**config.mk**
```make
export PLATFORM = sky130hd
export DESIGN_NAME = sync_fifo
export DESIGN_NICKNAME = d
export VERILOG_FILES = /design/src/rtl/sync_fifo.sv
export SDC_FILE = /design/constraint.sdc
export NUM_CORES = 1
export LEC_CHECK = 0
export ABC_CLOCK_PERIOD_IN_PS = 6200
export BUFFER_PORTS_ARGS = -buffer_cell sky130_fd_sc_hd__buf_2
export CAP_MARGIN = 20
export CORE_UTILIZATION = 50
export CTS_BUF_LIST = sky130_fd_sc_hd__clkbuf_8
export DETAILED_ROUTE_END_ITERATION = 10
export PLACE_DENSITY = 0.67
export REMOVE_ABC_BUFFERS = 1
export SETUP_SLACK_MARGIN = 0.02
export SLEW_MARGIN = 20
export SYNTH_ARGS = -nofsm -noshare
export SYNTH_HDL_FRONTEND = slang
export SYNTH_SLANG_ARGS = --single-unit
```
**constraint.sdc**
```tcl
create_clock -name clk -period 6.2 [get_ports clk]
set_clock_uncertainty 0.05 [all_clocks]
set_input_delay 0.31 -clock clk [delete_from_list [all_inputs] [get_ports clk]]
set_output_delay 0.31 -clock clk [all_outputs]
set_load 0.01 [all_outputs]
```
**src/rtl/sync_fifo.sv**
```systemverilog
// sync_fifo: single-clock 8 x 32-bit FIFO with a registered read port and
// per-request acknowledge/error strobes that appear one cycle after the
// request. The strobes are decoded from a small state register that records
// what the previous cycle's request turned into.
module sync_fifo #(
    parameter int DATA_WIDTH = 32,
    parameter int DEPTH      = 8,
    parameter int PTR_WIDTH  = 3,
    parameter int CNT_WIDTH  = 4
) (
    input  logic                  clk,
    input  logic                  reset_n,
    input  logic                  wr_en,
    input  logic [DATA_WIDTH-1:0] din,
    input  logic                  rd_en,
    output logic [DATA_WIDTH-1:0] dout,
    output logic                  full,
    output logic                  empty,
    output logic                  wr_ack,
    output logic                  wr_err,
    output logic                  rd_ack,
    output logic                  rd_err,
    output logic [CNT_WIDTH-1:0]  data_count
);

    // Outcome of the previous cycle's request pair. The combined states cover
    // simultaneous read/write requests, where both strobes fire together.
    typedef enum logic [3:0] {
        INIT,
        NO_OP,
        WRITE,
        READ,
        WR_ERROR,
        RD_ERROR,
        WRITE_READ,
        WRITE_RD_ERROR,
        READ_WR_ERROR
    } fifoState_e;

    fifoState_e state_q, state_d;

    logic [DATA_WIDTH-1:0] mem_q [DEPTH];
    logic [PTR_WIDTH-1:0]  head_q, head_d;
    logic [PTR_WIDTH-1:0]  tail_q, tail_d;
    logic [CNT_WIDTH-1:0]  count_q, count_d;
    logic [DATA_WIDTH-1:0] dout_q, dout_d;

    logic wrAccept;
    logic rdAccept;

    assign full     = (count_q == CNT_WIDTH'(DEPTH));
    assign empty    = (count_q == '0);
    assign wrAccept = wr_en && !full;
    assign rdAccept = rd_en && !empty;

    assign dout       = dout_q;
    assign data_count = count_q;

    // Next pointers, occupancy and read data from the accepted operations.
    always_comb begin
        head_d  = head_q;
        tail_d  = tail_q;
        count_d = count_q;
        dout_d  = dout_q;
        if (wrAccept) begin
            tail_d = tail_q + PTR_WIDTH'(1);
        end
        if (rdAccept) begin
            head_d = head_q + PTR_WIDTH'(1);
            dout_d = mem_q[head_q];
        end
        case ({wrAccept, rdAccept})
            2'b10:   count_d = count_q + CNT_WIDTH'(1);
            2'b01:   count_d = count_q - CNT_WIDTH'(1);
            default: count_d = count_q;
        endcase
    end

    // Pointer, occupancy and read-data registers; reset drops all queued data.
    always_ff @(posedge clk or negedge reset_n) begin
        if (!reset_n) begin
            head_q  <= '0;
            tail_q  <= '0;
            count_q <= '0;
            dout_q  <= '0;
        end else begin
            head_q  <= head_d;
            tail_q  <= tail_d;
            count_q <= count_d;
            dout_q  <= dout_d;
        end
    end

    // Storage array; contents are don't-care after reset so it has no reset.
    always_ff @(posedge clk) begin
        if (wrAccept) begin
            mem_q[tail_q] <= din;
        end
    end

    // State register holding the classified outcome of the last request.
    always_ff @(posedge clk or negedge reset_n) begin
        if (!reset_n) begin
            state_q <= INIT;
        end else begin
            state_q <= state_d;
        end
    end

    // Classify this cycle's requests against the current full/empty flags.
    always_comb begin
        state_d = NO_OP;
        case ({wr_en, rd_en})
            2'b10:   state_d = full  ? WR_ERROR : WRITE;
            2'b01:   state_d = empty ? RD_ERROR : READ;
            2'b11: begin
                if (empty) begin
                    state_d = WRITE_RD_ERROR;
                end else if (full) begin
                    state_d = READ_WR_ERROR;
                end else begin
                    state_d = WRITE_READ;
                end
            end
            default: state_d = NO_OP;
        endcase
    end

    // Decode the registered outcome into the one-cycle strobes.
    always_comb begin
        wr_ack = 1'b0;
        wr_err = 1'b0;
        rd_ack = 1'b0;
        rd_err = 1'b0;
        case (state_q)
            WRITE:          wr_ack = 1'b1;
            READ:           rd_ack = 1'b1;
            WR_ERROR:       wr_err = 1'b1;
            RD_ERROR:       rd_err = 1'b1;
            WRITE_READ: begin
                wr_ack = 1'b1;
                rd_ack = 1'b1;
            end
            WRITE_RD_ERROR: begin
                wr_ack = 1'b1;
                rd_err = 1'b1;
            end
            READ_WR_ERROR: begin
                rd_ack = 1'b1;
                wr_err = 1'b1;
            end
            default: begin
                wr_ack = 1'b0;
                wr_err = 1'b0;
                rd_ack = 1'b0;
                rd_err = 1'b0;
            end
        endcase
    end

endmodule

```
==> results of run 1 <==
==> where the power goes <==
group	switching, mW	total, mW	internal [mW]
Clock	0.726	1.47	0.747
Sequential	0.235	2.85	2.61
Combinational	0.995	1.74	0.742
==> kinds of logic (layout without fill, tap and decap cells) <==
logic type / after synthesis / in the layout
buf+inv: 37 / 215
flops: 302 / 302
xor+xnor: 11 / 11
fa+ha+maj: 5 / 5
mux: 129 / 129
compound gates: 103 / 103
simple gates: 76 / 76
==> area by class of cell <==
class,count,area [um^2]
fill,1767,9190
sequential,302,8840
multi-input combinational,324,2730
timing repair buffer,126,841
clock buffer,50,688
tap,313,392
clock inverter,36,153
inverter,3,11.3
==> worst register-to-register path, cell delays in order, from the launching register on <==
cell and delay [ns]:
dfrtp_1 0.49, nor4_4 0.37, nand2b_4 0.72, inv_1 0.24
ha_1 0.32, xor2_1 0.19, ha_1 0.19, a21oi_1 0.16
xor2_1 0.18, nor2_1 0.07, xor2_1 0.14
==> sequential cells by signal, indices dropped and copies added (netlist names) <==
register    flops
mem_q         256
state_q         4
dout           32
data_count      4
head_q          3
tail_q          3
==> placed cells by master, fill, tap and decap left out, drive strengths merged <==
cell type      n
a21oi          3
a221o          5
a22oi         27
a31oi          1
and2b          1
and3           1
buf           91
clkbuf        50
clkinv        16
clkinvlp       1
dfrtp         46
dlygate4sd3   35
edfxtp       256
ha             5
inv           22
mux2          65
mux2i         64
nand2         45
nand2b         5
nand3          1
nor2           8
nor2b          4
nor3           6
nor3b          1
nor4           2
nor4b          1
o21ai         34
o221ai        27
o22ai          5
o32ai          1
or3            1
xnor2          7
xor2           4
==> metrics by stage <==
step                power [mW]  setup slack [ns]  instance area [um^2]  hold WS [ns]
floorplan                 4.10              1.42                 11500       -0.0356
detailed placement        4.63              2.93                 12500         0.413
global placement          4.55              3.04                 12500         0.413
global route              6.38              2.68                 13700        0.0252
CTS                       6.13              2.92                 13700       0.00628
finish                    6.06              2.96                 13700        0.0355
==> worst max-delay path by stage <==
stage	from	to	slack, ns	cells past startpoint
after floorplan	data_count[1]$_DFFE_PN0P_	mem_q[0][0]$_DFFE_PP_	1.42	4
after global placement	data_count[1]$_DFFE_PN0P_	data_count[2]$_DFFE_PN0P_	3.04	10
after detailed placement	data_count[1]$_DFFE_PN0P_	data_count[2]$_DFFE_PN0P_	2.93	10
after CTS	data_count[1]$_DFFE_PN0P_	data_count[2]$_DFFE_PN0P_	2.92	10
after global routing	data_count[1]$_DFFE_PN0P_	data_count[2]$_DFFE_PN0P_	2.68	10
final	data_count[1]$_DFFE_PN0P_	data_count[2]$_DFFE_PN0P_	2.96	10
==> metal layers <==
layer,global-route usage,share of wire,up-vias
met3,0.0329,0.044,41
met2,0.351,0.51,166
met5,0,0,-
li1,-,-,2903
met1,0.254,0.42,3184
met4,0.0756,0.022,0
==> summary.md, run 1 <==
| Metric | Value |
|---|---|
| EDFF count, synth | 256 |
| DR pass1 iterations | 4 |
| Synth Cell Area | 11800 um^2 |
| FF-to-FF End | data_count[2]$_DFFE_PN0P_ |
| Synth Area per Inst | 17.8 um^2 |
| Clk_lat worst skew | 0.55 ns |
| Vias | 6294 |
| First DRT Iteration DRCs | 389 |
| Final Cycle Share | 0.522 |
| Clock sink count | 302 |
| Layout Area Growth over Synthesis | 16.0% |
| CTS Hold Bufs | 35 |
| Placed Cells | 1033 |
| Number of vias per cell | 5.45 |
| PD cells | 444 nW/um^2 |
| Worst-Margin Slew | 1.08 ns |
| Port buffer count | 77 |
| Crit path DAT | 3.61 ns |
| Die X | 155 um |
| Postcts setup bufs | 0 |
| Final Hold Viols | 0 |
| Yosys top cell by area | edfxtp_1 |
| Drt wl/cell | 20.3 um |
| Library cells used by synthesis | 40 |
| Crit Reg-Reg Startpoint | data_count[1]$_DFFE_PN0P_ |
| Setup Total Neg Slack | 0 ns |
| Final Critical Period | 3.24 ns |
| Synth top cells by count | edfxtp_1 (256), mux2_2 (65), mux2i_1 (64) |
| Worst path cell trace | nor4_4, nand2b_4, inv_1, ha_1, xor2_1, ha_1, a21oi_1, xor2_1, nor2_1, xor2_1 |
| Area share of the largest cell type after synthesis | 0.653 |
| CTS Buffer Depth | 3 |
| Max-slew violations | 0 |
| RSZ-0062 raised after global routing | false |
| Peak supply drop | 0.000218 V |
| Worst Path Required | 6.57 ns |
| R2R setup slack | 2.96 ns |
| Placement Rows | 55 |
| First-pass GRT wire length | 36600 um |
| Synth top area cells | edfxtp_1 (65%), dfrtp_1 (9.8%), mux2_2 (6.2%) |
| Hold Path Sink | state_q[2]$_DFF_PN0_ |
| Clock Tree Root | clkbuf_8 |
| Crit path buf inv count | 1 |
| Seq/Total Area, Yosys | 0.751 |
| Main combinational cell family by area after synthesis | multiplexers |
| Routed WL | 23400 um |
| Synth Instances | 663 |
| Mux cell area share after synthesis | 0.117 |
| CP delay by family, top | simple AND/OR/NAND/NOR gates |
| Initial antenna violation count | 0 |
| Gr ovfl total | 0 |
| Synth Area in Adders | 0.00531 |
| CTS Buf Count | 47 |
| Vias in the first global route | 6618 |
| Detail Placement HPWL | 12800 um |
| Hold Path Depth | 3 |
| Layout cells sized above 1 | 0.283 |
| Max-Cap Viols | 0 |
| Top-Level Pins | 78 |
| Ys flop type | edfxtp_1 |
| Synth Area in Simple Gates | 0.0320 |
| Setup CP Type | flip-flop to flip-flop |
| Synth Area in Compound Gates | 0.0641 |
| Starting Density | 0.515 |
| CP max FO | 68 |
| Clock transition at path regs | 0.06 ns |
| Crit path launch type | flip-flop |
| Fmax | 309 MHz |
| CP most frequent cell | xor2_1 |
| CP Capture Type | flip-flop |
| Final setup viols | 0 |
| H-tree level count | 2 |
| Nets@finish | 845 |
| CTS tree | built |
| Diode count | 0 |
| CP max stage delay | 0.72 ns |
| Largest net degree at the start of global routing | 73 |
| Post-route core utilization | 0.598 |
| Antenna-violating nets left | 0 |
| DRC Markers | 0 |
| Worst hold path startpoint | rd_en |
| Outcome | finished, final reports clean |
| Core Area | 22800 um^2 |
| Crit-path slowest cell | nand2b_4 |
| Non-Filler Instances | 1154 |
| Die ar. | 24200 um^2 |
| Leakage Power | 4.99 nW |
| Die height | 155 um |
| GPL Wtd Cong | 0.717 |
| R2R cell count | 10 |
| Worst Hold Class | primary input to flip-flop |
| Xor/xnor share of the synthesized area | 0.00818 |
| Post-CTS sizing | 0 |
| Rel. slew slack | 0.277 |
| Synth warn | 0 |
| Leading cell type by number of instances after synthesis | edfxtp_1 |
| Tot GR Track Use | 0.201 |
| FFs w/ async S/R, synth | 0.152 |
| #FFs+latches synth | 302 |
Note: power is estimated with default switching activity, not from simulation.
==> run 2, diff against run 1 <==
--- a/config.mk
+++ b/config.mk
@@ -5,13 +5,14 @@
 export SDC_FILE = /design/constraint.sdc
 export NUM_CORES = 1
 export LEC_CHECK = 0
-export ABC_CLOCK_PERIOD_IN_PS = 6200
+export ABC_AREA = 1
+export ABC_CLOCK_PERIOD_IN_PS = 2800
 export BUFFER_PORTS_ARGS = -buffer_cell sky130_fd_sc_hd__buf_2
 export CAP_MARGIN = 20
 export CORE_UTILIZATION = 50
 export CTS_BUF_LIST = sky130_fd_sc_hd__clkbuf_8
 export DETAILED_ROUTE_END_ITERATION = 10
-export PLACE_DENSITY = 0.67
+export PLACE_DENSITY = 0.69
 export REMOVE_ABC_BUFFERS = 1
 export SETUP_SLACK_MARGIN = 0.02
 export SLEW_MARGIN = 20
==> constraint.sdc (replaced) <==
create_clock -name clk -period 2.8 [get_ports clk]
set_clock_uncertainty 0.05 [all_clocks]
set_input_delay 0.14 -clock clk [delete_from_list [all_inputs] [get_ports clk]]
set_output_delay 0.14 -clock clk [all_outputs]
set_load 0.01 [all_outputs]
==> run 2 against run 1 <==
Against the previous run: sequential share of layout area fell by 2.0 points; core utilization is 0.12 points lower; non-clock buffer count is 9 higher; largest power group unchanged; largest cell class unchanged; highest routed layer unchanged; worst setup slack worse by 2.4 ns; critical endpoint is now mem_q[6][21]$_DFFE_PP_.
==> summary.md, run 2 <==
| Metric | Value |
|---|---|
| Final Critical Period | 2.23 ns (-1.01 ns) |
| Placement Rows | 56 (+1.8%) |
| Initial antenna violation count | 1 (+1) |
| Number of fill cells | 1904 (+7.8%) |
| Worst Hold Class | primary input to async pin |
| Number of vias per cell | 5.25 (-3.8%) |
| RSZ-0062 raised after global routing | false |
| Yosys top cell by area | edfxtp_1 |
| Crit path DAT | 2.43 ns (-1.18 ns) |
| Vias | 7741 (+23%) |
| Layout Area Growth over Synthesis | 16.0% (about the same) |
| Synth Area per Inst | 12.2 um^2 (-31%) |
| EDFF count, synth | 256 (unchanged) |
| Synth Area in Compound Gates | 0.0663 (+0.00219) |
| Final Cycle Share | 0.795 (+0.274) |
| CTS tree | built |
| Routed WL | 25300 um (+8.1%) |
| Placed Cells | 1356 (+31%) |
| Ys flop type | edfxtp_1 |
| Port buffer count | 77 (unchanged) |
| #FFs+latches synth | 302 (unchanged) |
| Worst path cell trace | inv_1, nand3_2, nand2_1, or2_1, nor2_4, buf_12 |
| Worst Path Required | 3.00 ns (-3.57 ns) |
| Sequential Area | 8840 um^2 (unchanged) |
| Main combinational cell family by area after synthesis | simple AND/OR/NAND/NOR gates |
| Biggest register | mem_q |
| H-tree level count | 2 (unchanged) |
| Max FFs per register | 256 (unchanged) |
| Synth warn | 0 (unchanged) |
| GPL Wtd Cong | 0.769 (+7.3%) |
| Outcome | finished, final reports clean |
| Pre-CTS WS | 0.588 ns (-2.35 ns) |
| Detail Placement HPWL | 14100 um (+10%) |
| Die height | 158 um (+1.5%) |
| DRC Markers | 0 (unchanged) |
| CTS Hold Bufs | 36 (+2.9%) |
| Die ar. | 24900 um^2 (+3.1%) |
| Power Total | 14.0 mW (+130%) |
| Layout cells sized above 1 | 0.166 (-0.117) |
| Vias in the first global route | 7435 (+12%) |
| Placed cell areas | 12900 um^2 (+3.4%) |
| Nets@finish | 1164 (+38%) |
| Setup Total Neg Slack | 0 ns (unchanged) |
| Leading cell type by number of instances after synthesis | edfxtp_1 |
| Xor/xnor share of the synthesized area | 0.00433 (-0.00385) |
| Clock sink count | 302 (unchanged) |
| Rel. slew slack | 0.452 (+0.175) |
| Tot GR Track Use | 0.212 (+0.0109) |
| WHS | 0.177 ns (+0.141 ns) |
| Gr ovfl total | 0 (unchanged) |
| Clock transition at path regs | 0.06 ns (about the same) |
| Fmax | 449 MHz (+45%) |
| First DRT Iteration DRCs | 598 (+54%) |
| Crit-path slowest cell | nor2_4 |
| Leakage Power | 5.39 nW (+7.9%) |
| Synth top area cells | edfxtp_1 (63%), dfrtp_1 (9.5%), nor2_1 (6.0%) |
| Library cells used by synthesis | 34 (-15%) |
| CTS Buf Count | 48 (+2.1%) |
| Final Hold Viols | 0 (unchanged) |
| CP max FO | 20 (-71%) |
| Drt wl/cell | 17.2 um (-15%) |
| Cell area after layout | 14100 um^2 (+3.1%) |
| CTS Buffer Depth | 3 (unchanged) |
| Most common cell after layout, fill and taps aside | edfxtp_1 |
| PD cells | 997 nW/um^2 (+120%) |
| Post-route core utilization | 0.596 (-0.00120) |
| Post-CTS sizing | 0 (unchanged) |
| Synth top cells by count | edfxtp_1 (256), nor2_1 (194), nand2_1 (120) |
| Worst setup margin | 0.573 ns (-2.39 ns) |
| Clock Tree Root | clkbuf_8 |
| Synth Area in Simple Gates | 0.151 (+0.119) |
| CP delay by family, top | simple AND/OR/NAND/NOR gates |
| First-pass GRT wire length | 40000 um (+9.3%) |
| Area share of the largest cell type after synthesis | 0.633 (-0.0197) |
| DR pass1 iterations | 5 (+1) |
| Core Area | 23600 um^2 (+3.4%) |
| Die X | 158 um (+1.5%) |
| R2R setup slack | 0.57 ns (-2.39 ns) |
| Worst-Margin Slew | 0.821 ns (-0.263 ns) |
| Starting Density | 0.514 (-0.00124) |
| Crit path launch type | flip-flop |
| FFs w/ async S/R, synth | 0.152 (unchanged) |
| Synth Area in Adders | 0.00515 (-0.000160) |
| Peak supply drop | 0.000598 V (+170%) |
| Crit path buf inv count | 2 (+1) |
| Mux cell area share after synthesis | 0 (-0.117) |
| Setup CP Type | flip-flop to flip-flop |
| CP Capture Type | flip-flop |
| Synth Instances | 993 (+50%) |
| Largest net degree at the start of global routing | 162 (+120%) |
| Antenna-violating nets left | 0 (unchanged) |
| Final setup viols | 0 (unchanged) |
| Area of the multi-input gates | 2820 um^2 (+3.3%) |
| Top-Level Pins | 78 (unchanged) |
| Postcts setup bufs | 0 (unchanged) |
| Clk_lat worst skew | 0.55 ns (about the same) |
| CP max stage delay | 0.43 ns (-0.29 ns) |
| Max-Cap Viols | 0 (unchanged) |
| Max-slew violations | 0 (unchanged) |
| Most frequent cells in the layout | edfxtp_1 (256), nor2_1 (186), nand2_1 (120), nand3_1 (102), buf_2 (77) |
| Synth Cell Area | 12100 um^2 (+3.1%) |
| Non-Filler Instances | 1475 (+28%) |
| Seq/Total Area, Yosys | 0.728 (-0.0226) |
run 2: cell families (layout without fill, tap and decap cells):
group	Yosys count	count (layout)
compound gates	138	138
xor+xnor	6	6
fa+ha+maj	5	5
buf+inv	104	266
flops	302	302
other cells	0	1
simple gates	438	438
run 2: worst reg2reg max path, cell delays in order, from the launching register on:
cell	delay, ns
dfrtp_1	0.42
inv_1	0.09
nand3_2	0.13
nand2_1	0.15
or2_1	0.40
nor2_4	0.44
buf_12	0.24
run 2: layer usage:
metal / routed length [um] / vias up / GRT usage
li1: - / 3726 / -
met1: 11600 / 3786 / 0.301
met2: 12000 / 203 / 0.339
met3: 1450 / 26 / 0.0370
met4: 287 / 0 / 0.0587
met5: 0 / - / 0
run 2: area by class of cell:
class	instances	area share
Timing Repair Buffer	135	0.0709
Antenna cell	1	0.000178
Tap cell	319	0.0283
Multi-Input combinational cell	587	0.200
Clock inverter	31	0.00915
Inverter	49	0.0138
Clock buffer	51	0.0498
Sequential cell	302	0.628
run 2: path summary, 6_finish.rpt:
path                                           startpoint                     end  cells after the start
worst min-delay path                              reset_n    dout[30]$_DFFE_PN0P_                      2
min in group clk                                   din[7]   mem_q[1][7]$_DFFE_PP_                      2
worst max register to register  data_count[2]$_DFFE_PN0P_  mem_q[6][21]$_DFFE_PP_                      6
worst min register to register       dout[27]$_DFFE_PN0P_    dout[27]$_DFFE_PN0P_                      2
max in group asynchronous                         reset_n    dout[24]$_DFFE_PN0P_                      3
worst max-delay path            data_count[2]$_DFFE_PN0P_  mem_q[6][21]$_DFFE_PP_                      6
run 2: power by group:
group          internal (mW)  switching [mW]
sequential              5.77           0.312
clock                   1.67            1.63
combinational           1.55            3.12
total                   8.98            5.06
==> run 3, diff against run 2 <==
--- a/config.mk
+++ b/config.mk
@@ -6,7 +6,7 @@
 export NUM_CORES = 1
 export LEC_CHECK = 0
 export ABC_AREA = 1
-export ABC_CLOCK_PERIOD_IN_PS = 2800
+export ABC_CLOCK_PERIOD_IN_PS = 2000
 export BUFFER_PORTS_ARGS = -buffer_cell sky130_fd_sc_hd__buf_2
 export CAP_MARGIN = 20
 export CORE_UTILIZATION = 50
==> constraint.sdc (replaced) <==
create_clock -name clk -period 2 [get_ports clk]
set_clock_uncertainty 0.05 [all_clocks]
set_input_delay 0.1 -clock clk [delete_from_list [all_inputs] [get_ports clk]]
set_output_delay 0.1 -clock clk [all_outputs]
set_load 0.01 [all_outputs]
==> run 3 against run 2 <==
Against the previous run: fmax up 13%; routed wire length up 3.9%; critical path type unchanged; critical path depth up 3; die area unchanged; first-iteration DRC count up 5.5%; non-clock buffer count up 33; largest cell class unchanged; combinational power up 56%; via count up 2.0%.
==> summary.md, run 3 (synthesis gave the netlist of run 2 again) <==
| Metric | Value |
|---|---|
| Outcome | finished, final reports clean |
| CTS Buf Count | 48 (unchanged) |
| H-tree level count | 2 (unchanged) |
| Vias in the first global route | 7626 (+2.6%) |
| Layout Area Growth over Synthesis | 21.6% |
| Routed WL | 26300 um (+3.9%) |
| WHS | 0.0649 ns (-0.112 ns) |
| Leakage Power | 5.69 nW (+5.6%) |
| Worst Hold Class | primary input to async pin |
| Detail Placement HPWL | 15100 um (+7.1%) |
| CP max FO | 9 (-55%) |
| CP Capture Type | flip-flop |
| Post-route core utilization | 0.625 (+0.0285) |
| Most frequent cells in the layout | edfxtp_1 (256), nor2_1 (184), nand2_1 (118), nand3_1 (102), buf_2 (77) |
| Number of vias per cell | 5.21 (-0.67%) |
| Max-slew violations | 0 (unchanged) |
| Die height | 158 um (unchanged) |
| Logic pwr share | 0.347 (+0.014) |
| Area of the multi-input gates | 2880 um^2 (+2.2%) |
| RSZ-0062 raised after global routing | true |
| Sequential Area | 8840 um^2 (about the same) |
| Max FFs per register | 256 (unchanged) |
| Worst-Margin Slew | 0.499 ns (-0.322 ns) |
| DRC Markers | 0 (unchanged) |
| Clk pwr share | 0.248 (+0.013) |
| Fmax | 506 MHz (+13%) |
| CTS Buffer Depth | 3 (unchanged) |
| Diode count | 0 (-1) |
| Max-Cap Viols | 0 (unchanged) |
| Most common cell after layout, fill and taps aside | edfxtp_1 |
| Die X | 158 um (unchanged) |
| Met1 WL | 11900 um (+2.7%) |
| Crit path launch type | flip-flop |
| Met3 wire length | 1400 um (-3.7%) |
| GPL Wtd Cong | 0.801 (+4.2%) |
| Initial antenna violation count | 0 (-1) |
| Internal Dissipation | 13.6 mW (+52%) |
| Clk_lat worst skew | 0.56 ns (about the same) |
| Metal2 WL | 12600 um (+4.9%) |
| CTS tree | built |
| Antenna-violating nets left | 0 (unchanged) |
| Placement Rows | 56 (unchanged) |
| Seq pwr share | 0.404 (-0.029) |
| Switching part of the total | 0.352 (-0.00892) |
| Worst Path Required | 2.22 ns (-0.78 ns) |
| Clock transition at path regs | 0.06 ns (about the same) |
| Layout cells sized above 1 | 0.203 (+0.0369) |
| DR top layer | met4 |
| Die ar. | 24900 um^2 (unchanged) |
| Peak supply drop | 0.00105 V (+75%) |
| Final setup viols | 0 (unchanged) |
| Crit path DAT | 2.20 ns (-0.23 ns) |
| First-pass GRT wire length | 40300 um (+0.83%) |
| Biggest register | mem_q |
| Number of fill cells | 1799 (-5.5%) |
| Gr ovfl total | 0 (unchanged) |
| Clock sink count | 302 (unchanged) |
| Final Hold Viols | 0 (unchanged) |
| Starting Density | 0.514 (unchanged) |
| First DRT Iteration DRCs | 631 (+5.5%) |
| Tot GR Track Use | 0.212 (about the same) |
| Largest net degree at the start of global routing | 67 (-59%) |
| Sw Pwr | 7.38 mW (+46%) |
| Final Cycle Share | 0.988 (+0.193) |
| Final Critical Period | 1.98 ns (-0.251 ns) |
| DR pass1 iterations | 5 (unchanged) |
| Core Area | 23600 um^2 (unchanged) |
| Rel. slew slack | 0.667 (+0.215) |
| Top-Level Pins | 78 (unchanged) |
| Setup CP Type | flip-flop to flip-flop |
| Nets@finish | 1197 (+2.8%) |
| Drt wl/cell | 17.4 um (+1.2%) |
| Vias | 7898 (+2.0%) |
| Clock Tree Root | clkbuf_8 |
| PD cells | 1420 nW/um^2 (+43%) |
| Port buffer count | 77 (unchanged) |
-- run 3: changes by cell type in the layout (fill, tap and decap cells not counted), sizes merged --
| cell | delta |
|---|---|
| clkinv | +6 |
| dlymetal6s4s | +1 |
| clkbuf | +6 |
| diode | -1 |
| bufinv | +3 |
| clkinvlp | -1 |
| buf | +28 |
| inv | -3 |
| dlygate4sd3 | +1 |
-- run 3: what timing repair did --
item                       4_1_cts  5_1_grt
cloned                           0        4
hold buffers                    38        0
gates resized for setup          6       14
setup endpoints to repair       33       42
hold endpoints to repair       303        0
pin swaps                        2       10
buffers inserted                 0        8
-- run 3: area by class of cell --
type,count,area share
multi-input combinational,587,0.195
clock inverter,36,0.0154
sequential,302,0.599
inverter,49,0.0131
timing repair buffer,168,0.0997
tap,319,0.0270
clock buffer,54,0.0504
-- run 3: power groups by stage --
stage,clock network [mW],registers (mW),logic (mW)
6_report,5.22,8.49,7.30
5_1_grt,5.58,8.59,8.09
4_1_cts,5.32,8.51,7.05
3_5_place_dp,0,8.62,6.93
3_3_place_gp,0,8.58,6.81
2_1_floorplan,0,9.13,3.27
-- run 3: path summary, 6_finish.rpt --
kind,from,end,slack [ns],depth (start not counted)
setup / recovery,data_count[3]$_DFFE_PN0P_,mem_q[2][19]$_DFFE_PP_,0.02,9
hold / removal,reset_n,dout[10]$_DFFE_PN0P_,0.06,3
setup reg to reg,data_count[3]$_DFFE_PN0P_,mem_q[2][19]$_DFFE_PP_,0.02,9
hold reg to reg,dout[21]$_DFFE_PN0P_,dout[21]$_DFFE_PN0P_,0.42,2
max in group asynchronous,reset_n,dout[21]$_DFFE_PN0P_,1.19,4
min in group clk,din[7],mem_q[3][7]$_DFFE_PP_,0.30,2
-- run 3: routing by layer --
| layer | up-vias | track usage |
|---|---|---|
| li1 | 3803 | - |
| met3 | 33 | 0.0370 |
| met1 | 3841 | 0.296 |
| met4 | 0 | 0.0532 |
| met2 | 221 | 0.346 |
| met5 | - | 0 |
-- run 3: through the flow --
step / setup TNS, ns / area (um^2) / power, mW / cells / setup WS (ns)
after CTS: 0 / 14500 / 20.9 / 1503 / 0.00798
after detailed placement: -0.0409 / 13200 / 15.6 / 1375 / -0.0409
after global routing: -0.724 / 14800 / 22.3 / 1515 / -0.0238
final: 0 / 14800 / 21.0 / 1515 / 0.0238
after global placement: 0 / 13200 / 15.4 / 1375 / 0.0188
after floorplan: -271.20 / 11800 / 12.4 / 938 / -2.39
-- run 3: critical path, cell delays in order (launching register included) --
cell,delay (ns)
dfrtp_2,0.40
buf_6,0.13
nand3_4,0.09
nand2_4,0.07
buf_6,0.12
buf_6,0.11
or2_4,0.28
nor2_4,0.12
buf_12,0.15
clkbuf_16,0.17
